File: src/rtl/bf16_acc_dispatch.sv
// Dispatches BF16 core requests to an accelerator and returns results with a timeout guard.
// Optional macro BF16_DISPATCH_STICKY_EN adds a sticky exception-flag register on fflags.
module bf16_acc_dispatch #(
   parameter int TIMEOUT = 16
) (
   input  logic        clk,
   input  logic        reset,
   input  logic        req_valid,
   output logic        req_ready,
   input  logic [3:0]  req_op,
   input  logic [31:0] req_a,
   input  logic [15:0] req_b,
   input  logic [31:0] req_c,
   input  logic [4:0]  req_rd,
   output logic        acc_enable,
   output logic [3:0]  acc_operation,
   output logic [31:0] acc_operand_a,
   output logic [15:0] acc_operand_b,
   output logic [31:0] acc_operand_c,
   input  logic [31:0] acc_result,
   input  logic [3:0]  acc_fpcsr,
   input  logic        acc_valid,
   output logic        rsp_valid,
   input  logic        rsp_ready,
   output logic [31:0] rsp_result,
   output logic [3:0]  rsp_fpcsr,
   output logic [4:0]  rsp_rd,
   output logic        rsp_err,
   input  logic        fflags_clr,
   output logic [3:0]  fflags
);

   typedef enum logic [1:0] {
      IDLE = 2'd0,
      BUSY = 2'd1,
      RESP = 2'd2
   } state_t;

   localparam logic [3:0] OP_MAX    = 4'b1010;
   localparam logic [7:0] WAIT_LAST = 8'(TIMEOUT - 1);

   state_t      state_r;
   logic [7:0]  wait_cnt_r;
   logic [4:0]  rd_r;
   logic        req_ready_r;
   logic        acc_enable_r;
   logic [3:0]  acc_operation_r;
   logic [31:0] acc_operand_a_r;
   logic [15:0] acc_operand_b_r;
   logic [31:0] acc_operand_c_r;
   logic        rsp_valid_r;
   logic [31:0] rsp_result_r;
   logic [3:0]  rsp_fpcsr_r;
   logic [4:0]  rsp_rd_r;
   logic        rsp_err_r;
   logic        rsp_handshake_s;

   function automatic logic op_legal(input logic [3:0] op);
      return (op <= OP_MAX);
   endfunction

   assign rsp_handshake_s = rsp_valid_r && rsp_ready;

   // Dispatch FSM; every output is a register that is zero outside the state that owns it
   always_ff @(posedge clk or posedge reset) begin
      if (reset) begin
         state_r         <= IDLE;
         wait_cnt_r      <= 8'd0;
         rd_r            <= 5'd0;
         req_ready_r     <= 1'b1;
         acc_enable_r    <= 1'b0;
         acc_operation_r <= 4'd0;
         acc_operand_a_r <= 32'd0;
         acc_operand_b_r <= 16'd0;
         acc_operand_c_r <= 32'd0;
         rsp_valid_r     <= 1'b0;
         rsp_result_r    <= 32'd0;
         rsp_fpcsr_r     <= 4'd0;
         rsp_rd_r        <= 5'd0;
         rsp_err_r       <= 1'b0;
      end else begin
         case (state_r)
            IDLE: begin
               if (req_valid) begin
                  req_ready_r <= 1'b0;
                  if (op_legal(req_op)) begin
                     state_r         <= BUSY;
                     wait_cnt_r      <= 8'd0;
                     rd_r            <= req_rd;
                     acc_enable_r    <= 1'b1;
                     acc_operation_r <= req_op;
                     acc_operand_a_r <= req_a;
                     acc_operand_b_r <= req_b;
                     acc_operand_c_r <= req_c;
                  end else begin
                     // Illegal opcode: answer with an error without touching the accelerator
                     state_r      <= RESP;
                     rsp_valid_r  <= 1'b1;
                     rsp_result_r <= 32'd0;
                     rsp_fpcsr_r  <= 4'd0;
                     rsp_rd_r     <= req_rd;
                     rsp_err_r    <= 1'b1;
                  end
               end else begin
                  req_ready_r <= 1'b1;
               end
            end
            BUSY: begin
               if (acc_valid || (wait_cnt_r == WAIT_LAST)) begin
                  // acc_valid wins over a coincident timeout
                  state_r         <= RESP;
                  wait_cnt_r      <= 8'd0;
                  acc_enable_r    <= 1'b0;
                  acc_operation_r <= 4'd0;
                  acc_operand_a_r <= 32'd0;
                  acc_operand_b_r <= 16'd0;
                  acc_operand_c_r <= 32'd0;
                  rsp_valid_r     <= 1'b1;
                  rsp_rd_r        <= rd_r;
                  rd_r            <= 5'd0;
                  rsp_result_r    <= acc_valid ? acc_result : 32'd0;
                  rsp_fpcsr_r     <= acc_valid ? acc_fpcsr : 4'd0;
                  rsp_err_r       <= ~acc_valid;
               end else begin
                  wait_cnt_r <= wait_cnt_r + 8'd1;
               end
            end
            RESP: begin
               if (rsp_handshake_s) begin
                  state_r      <= IDLE;
                  req_ready_r  <= 1'b1;
                  rsp_valid_r  <= 1'b0;
                  rsp_result_r <= 32'd0;
                  rsp_fpcsr_r  <= 4'd0;
                  rsp_rd_r     <= 5'd0;
                  rsp_err_r    <= 1'b0;
               end else begin
                  rsp_valid_r <= 1'b1;
               end
            end
            default: begin
               state_r      <= IDLE;
               req_ready_r  <= 1'b1;
               acc_enable_r <= 1'b0;
               rsp_valid_r  <= 1'b0;
            end
         endcase
      end
   end

`ifdef BF16_DISPATCH_STICKY_EN
   logic [3:0] fflags_r;

   // Sticky flags: accumulate on each handshake; a coincident clear keeps only the new flags
   always_ff @(posedge clk or posedge reset) begin
      if (reset) begin
         fflags_r <= 4'd0;
      end else if (fflags_clr) begin
         fflags_r <= rsp_handshake_s ? rsp_fpcsr_r : 4'd0;
      end else if (rsp_handshake_s) begin
         fflags_r <= fflags_r | rsp_fpcsr_r;
      end else begin
         fflags_r <= fflags_r;
      end
   end

   assign fflags = fflags_r;
`else
   logic sticky_unused_s;

   assign sticky_unused_s = fflags_clr;
   assign fflags          = 4'd0;
`endif

   assign req_ready     = req_ready_r;
   assign acc_enable    = acc_enable_r;
   assign acc_operation = acc_operation_r;
   assign acc_operand_a = acc_operand_a_r;
   assign acc_operand_b = acc_operand_b_r;
   assign acc_operand_c = acc_operand_c_r;
   assign rsp_valid     = rsp_valid_r;
   assign rsp_result    = rsp_result_r;
   assign rsp_fpcsr     = rsp_fpcsr_r;
   assign rsp_rd        = rsp_rd_r;
   assign rsp_err       = rsp_err_r;

endmodule

File: config.mk
export PLATFORM = sky130hd
export DESIGN_NAME = bf16_acc_dispatch
export DESIGN_NICKNAME = d
export VERILOG_FILES = /design/src/rtl/bf16_acc_dispatch.sv
export SDC_FILE = /design/constraint.sdc
export NUM_CORES = 1
export LEC_CHECK = 0
export CORE_ASPECT_RATIO = 0.9
export CORE_MARGIN = 2
export CORE_UTILIZATION = 40
export DETAILED_ROUTE_END_ITERATION = 12
export PLACE_DENSITY = 0.75
export SLEW_MARGIN = 20
export SYNTH_ARGS = -nofsm -noshare
export SYNTH_HDL_FRONTEND = slang
export SYNTH_SLANG_ARGS = --single-unit
File: constraint.sdc
create_clock -name clk -period 11 [get_ports clk]
set_clock_uncertainty 0.05 [all_clocks]
set_input_delay 2.2 -clock clk [delete_from_list [all_inputs] [get_ports clk]]
set_output_delay 2.2 -clock clk [all_outputs]
set_load 0.01 [all_outputs]
==> flow_results.org <==
** Outcome
- Result of the run :: complete, no violations

** Final layout
- 0 antenna diodes ended up in the layout.
- Area occupied by registers :: 0.00360 mm²
- Most frequent standard cell in the layout excluding fill and tap cells :: sky130_fd_sc_hd__clkdlybuf4s50_1
- Filler Cells Inserted :: 1254
- Layout Nets :: 911
- In the final layout, the multi-input gates occupy 0.00276 mm².
- From synthesis to final layout, the design area changed by 49.9%.
- Share of layout cells above drive strength 1 :: 11.5%
- Leaving out fill and tap cells, the most frequent cells in the layout are sky130_fd_sc_hd__clkdlybuf4s50_1 (258), sky130_fd_sc_hd__dfrtp_1 (143), sky130_fd_sc_hd__a21o_1 (93).

** Synthesis
- Flops & latches, synth :: 144
- Average footprint of a synthesized cell :: 12.3 µm²
- Number of distinct standard cells referenced by the synthesized netlist :: 44
- After synthesis, flip-flops and latches occupy 54.4% of the total area.
- Area share of the leading cell type in the synthesized netlist :: 54.0%
- Top cells by area, synth :: sky130_fd_sc_hd__dfrtp_1 (54%), sky130_fd_sc_hd__a21o_1 (11%), sky130_fd_sc_hd__nor3b_1 (9.4%)
- For this run, the number of Yosys warnings is 0.
- Biggest area consumer among synthesized cells :: sky130_fd_sc_hd__dfrtp_1
- Gate count after technology mapping :: 540
- Combined area of all synthesized cells :: 0.00663 mm²

** Timing
- Setup violations remaining at the end of the flow were counted as 0.
- Crit share post-route :: 44.4%
- Fin. Hold Viols :: 0
- In this run the tightest slew margin relative to its limit is 29.0%.
- At the pin with the least slew margin, the transition time is 1060 ps.
- Setup repair after global routing left no endpoint under its margin.
- Period minus WS final :: 4880 ps
- Total negative slack :: 0 ps
- Final count of pins violating max slew :: 0
- Timing would allow up to 0.205 GHz.

** GRT
- After global routing the overflow that remains totals 0.
- The first global-routing pass estimated 28400 µm of wire.
- Antenna violations before repair :: 0
- GRT Resource Usage Total :: 20.0%
- Via count of the first global-routing pass :: 5338
- Entering global routing, the biggest net connects 99 pins.

** Drt
- DRC errors left :: 0
- Starting DRT DRC Count :: 226
- The final layout contains routed wiring with a total length of 17500 µm.
- Total number of vias :: 5144
- In the final routed layout, each cell accounts on average for 17.6 µm.
- In the routed layout, each cell is associated on average with a via count of 5.17.
- The first detailed-routing pass ran for 4 iterations.
- Antenna viol nets, final :: 0

** Setup path
- Among all stages on the critical path, the largest delay is contributed by sky130_fd_sc_hd__clkdlybuf4s50_1.
- Arrival time at the worst endpoint :: 5130 ps
- Counting both buffers and inverters, the worst setup path holds a total of 2.
- STA classifies the critical path startpoint as a primary input.
- Data required time of the critical path :: 11240 ps
- Walking the worst path, the cells encountered are clkdlybuf4s50_1, nand2b_1, a21oi_2, a211oi_4, buf_4, mux2_2.
- In this run the worst path has a maximum fanout of 42.
- STA classifies the critical path endpoint as a register.
- Crit path kind :: primary input to register
- Category of cells accounting for the largest share of critical-path delay :: buffers and inverters
- For this run, the slowest stage of the critical path takes 1170 ps.

** Floorplan
- From bottom edge to top edge, the die measures 126 µm.
- # rows :: 44
- Core area :: 0.0162 mm²
- Die X-Extent :: 140 µm
- Number of I/O pins :: 264
- Effective utilization at floorplan :: 40.9%
- Area of the die :: 0.0176 mm²

** Placed design
- Input and output buffers added on the ports amount to 258.
- Final HPWL from detailed placement :: 11500 µm
- Routability-driven placement congestion ratio :: 0.825

** CTS
- The cell sitting at the root of the clock tree is a sky130_fd_sc_hd__clkbuf_16.
- H-tree lvl count :: 4
- TritonCTS clock tree :: built
- Once the clock tree was built, the setup fixing pass inserted 0 buffers.
- Maximum clock path buffer count :: 2
- Post-cts sizing count :: 0
- Post-cts hold buffer count :: 0
- Clock-pin slew was measured on the worst setup and hold paths at 60 ps.
- Clock tree synthesis inserted a total of 17 buffers.
- Counting every sink on the clock net gives 144.
- Worst-Skew Late Latency :: 410 ps

** Job
- Across the run, the number of max-cap violations was 0.

** Power
- Across the VDD grid, the largest voltage drop is 0.160 mV.
- In this run the power density over the cells is 287 mW/mm².
- Leakage power of the design :: 4.84 nW
- The design draws 2.85 mW.

** Hold path
- Type of the tightest min-delay check :: register to register
[layout make-up]
class / count / share of cell area [%]
repair buffers: 262 / 26.3
well taps: 207 / 2.61
inverters: 10 / 0.428
clock buffers: 21 / 4.84
multi-input cells: 340 / 27.8
clock inverters: 11 / 1.75
flip-flops and latches: 144 / 36.3
[flip-flops by register name (all words and copies together) (netlist names), 2 cells and up]
signal	count
wait_cnt_r	8
rsp_fpcsr	4
rsp_rd	5
acc_operand_a	32
acc_operation	4
rd_r	5
state_r	2
acc_operand_b	16
acc_operand_c	32
rsp_result	32
[path summary, 6_finish.rpt]
check                                                  start                      endpoint  slack [ps]  cells after the start
worst max-delay path                               acc_valid      rsp_fpcsr[3]$_DFFE_PP0P_        6120                      6
worst min-delay path            acc_operand_b[5]$_DFFE_PP0P_  acc_operand_b[5]$_DFFE_PP0P_         430                      1
worst max register to register        state_r[1]$_DFFE_PP0P_    rsp_result[11]$_DFFE_PP0P_        7330                      8
worst min register to register  acc_operand_b[5]$_DFFE_PP0P_  acc_operand_b[5]$_DFFE_PP0P_         430                      1
max in group asynchronous                              reset     wait_cnt_r[0]$_DFFE_PP0P_        7310                      3
min in group asynchronous                              reset  acc_operand_b[3]$_DFFE_PP0P_        2210                      2
[stage by stage]
stage	utilization [%]	instance area [µm²]	std cells	worst slack [ps]	hold slack, ps
2_1_floorplan	-	6640	543	4890	399
3_3_place_gp	57.3	9280	963	5810	408
3_5_place_dp	57.3	9280	963	5720	415
4_1_cts	61.4	9940	995	6120	429
5_1_grt	61.4	9940	995	5930	433
6_report	61.4	9940	995	6120	425
[cells by family after synthesis]
kind of cell | share of synthesized area [%]
muxes | 9.72
other | 0.0566
AOI/OAI and AO/OA | 13.9
adders and majority gates | 0.944
xor gates and xnor gates | 0.132
and+or+nand+nor | 16.4
DFF | 54.4
buffers and inverters | 4.51
[Yosys cell counts]
cell type and number:
sky130_fd_sc_hd__inv_1 9, sky130_fd_sc_hd__nand2_2 1, sky130_fd_sc_hd__nor4_4 1, sky130_fd_sc_hd__mux2_2 3, sky130_fd_sc_hd__and3_1 37, sky130_fd_sc_hd__nor3b_1 83, sky130_fd_sc_hd__or3_1 1, sky130_fd_sc_hd__nand4_1 1
sky130_fd_sc_hd__o31ai_1 1, sky130_fd_sc_hd__mux2_4 40, sky130_fd_sc_hd__nand2_1 5, sky130_fd_sc_hd__a21oi_2 1, sky130_fd_sc_hd__conb_1 1, sky130_fd_sc_hd__nand2b_1 4, sky130_fd_sc_hd__a31oi_1 2, sky130_fd_sc_hd__a21oi_1 6
sky130_fd_sc_hd__buf_8 4, sky130_fd_sc_hd__clkbuf_1 29, sky130_fd_sc_hd__buf_2 11, sky130_fd_sc_hd__xnor2_1 1, sky130_fd_sc_hd__a22o_1 3, sky130_fd_sc_hd__o21ai_2 1, sky130_fd_sc_hd__nor2_1 8, sky130_fd_sc_hd__o32a_1 1
sky130_fd_sc_hd__inv_2 1, sky130_fd_sc_hd__nand3_1 8, sky130_fd_sc_hd__buf_4 5, sky130_fd_sc_hd__mux2i_1 1, sky130_fd_sc_hd__ha_1 5, sky130_fd_sc_hd__dfrtp_1 143, sky130_fd_sc_hd__dfstp_2 1, sky130_fd_sc_hd__a211oi_4 1
sky130_fd_sc_hd__a21o_1 93, sky130_fd_sc_hd__and2_1 2, sky130_fd_sc_hd__or3_4 1, sky130_fd_sc_hd__a21boi_0 1, sky130_fd_sc_hd__o2111ai_1 1, sky130_fd_sc_hd__nor3_1 8, sky130_fd_sc_hd__a41o_1 1, sky130_fd_sc_hd__o21ai_0 10
sky130_fd_sc_hd__or4_1 1, sky130_fd_sc_hd__o211a_1 1, sky130_fd_sc_hd__a221o_1 1, sky130_fd_sc_hd__or2_2 1
[power by group]
group	switching, mW	internal [mW]
Sequential	0.123	0.753
Combinational	0.621	0.726
Clock	0.223	0.406
Total	0.968	1.89
[routing by layer]
metal	global-route usage, %	vias to the layer above	wire length [µm]
met1	24.5	2548	7330
met3	6.84	24	1360
li1	-	2386	-
met2	33.5	186	8560
met5	0	-	0
met4	6.18	0	277
(Power assumes the default switching activity.)
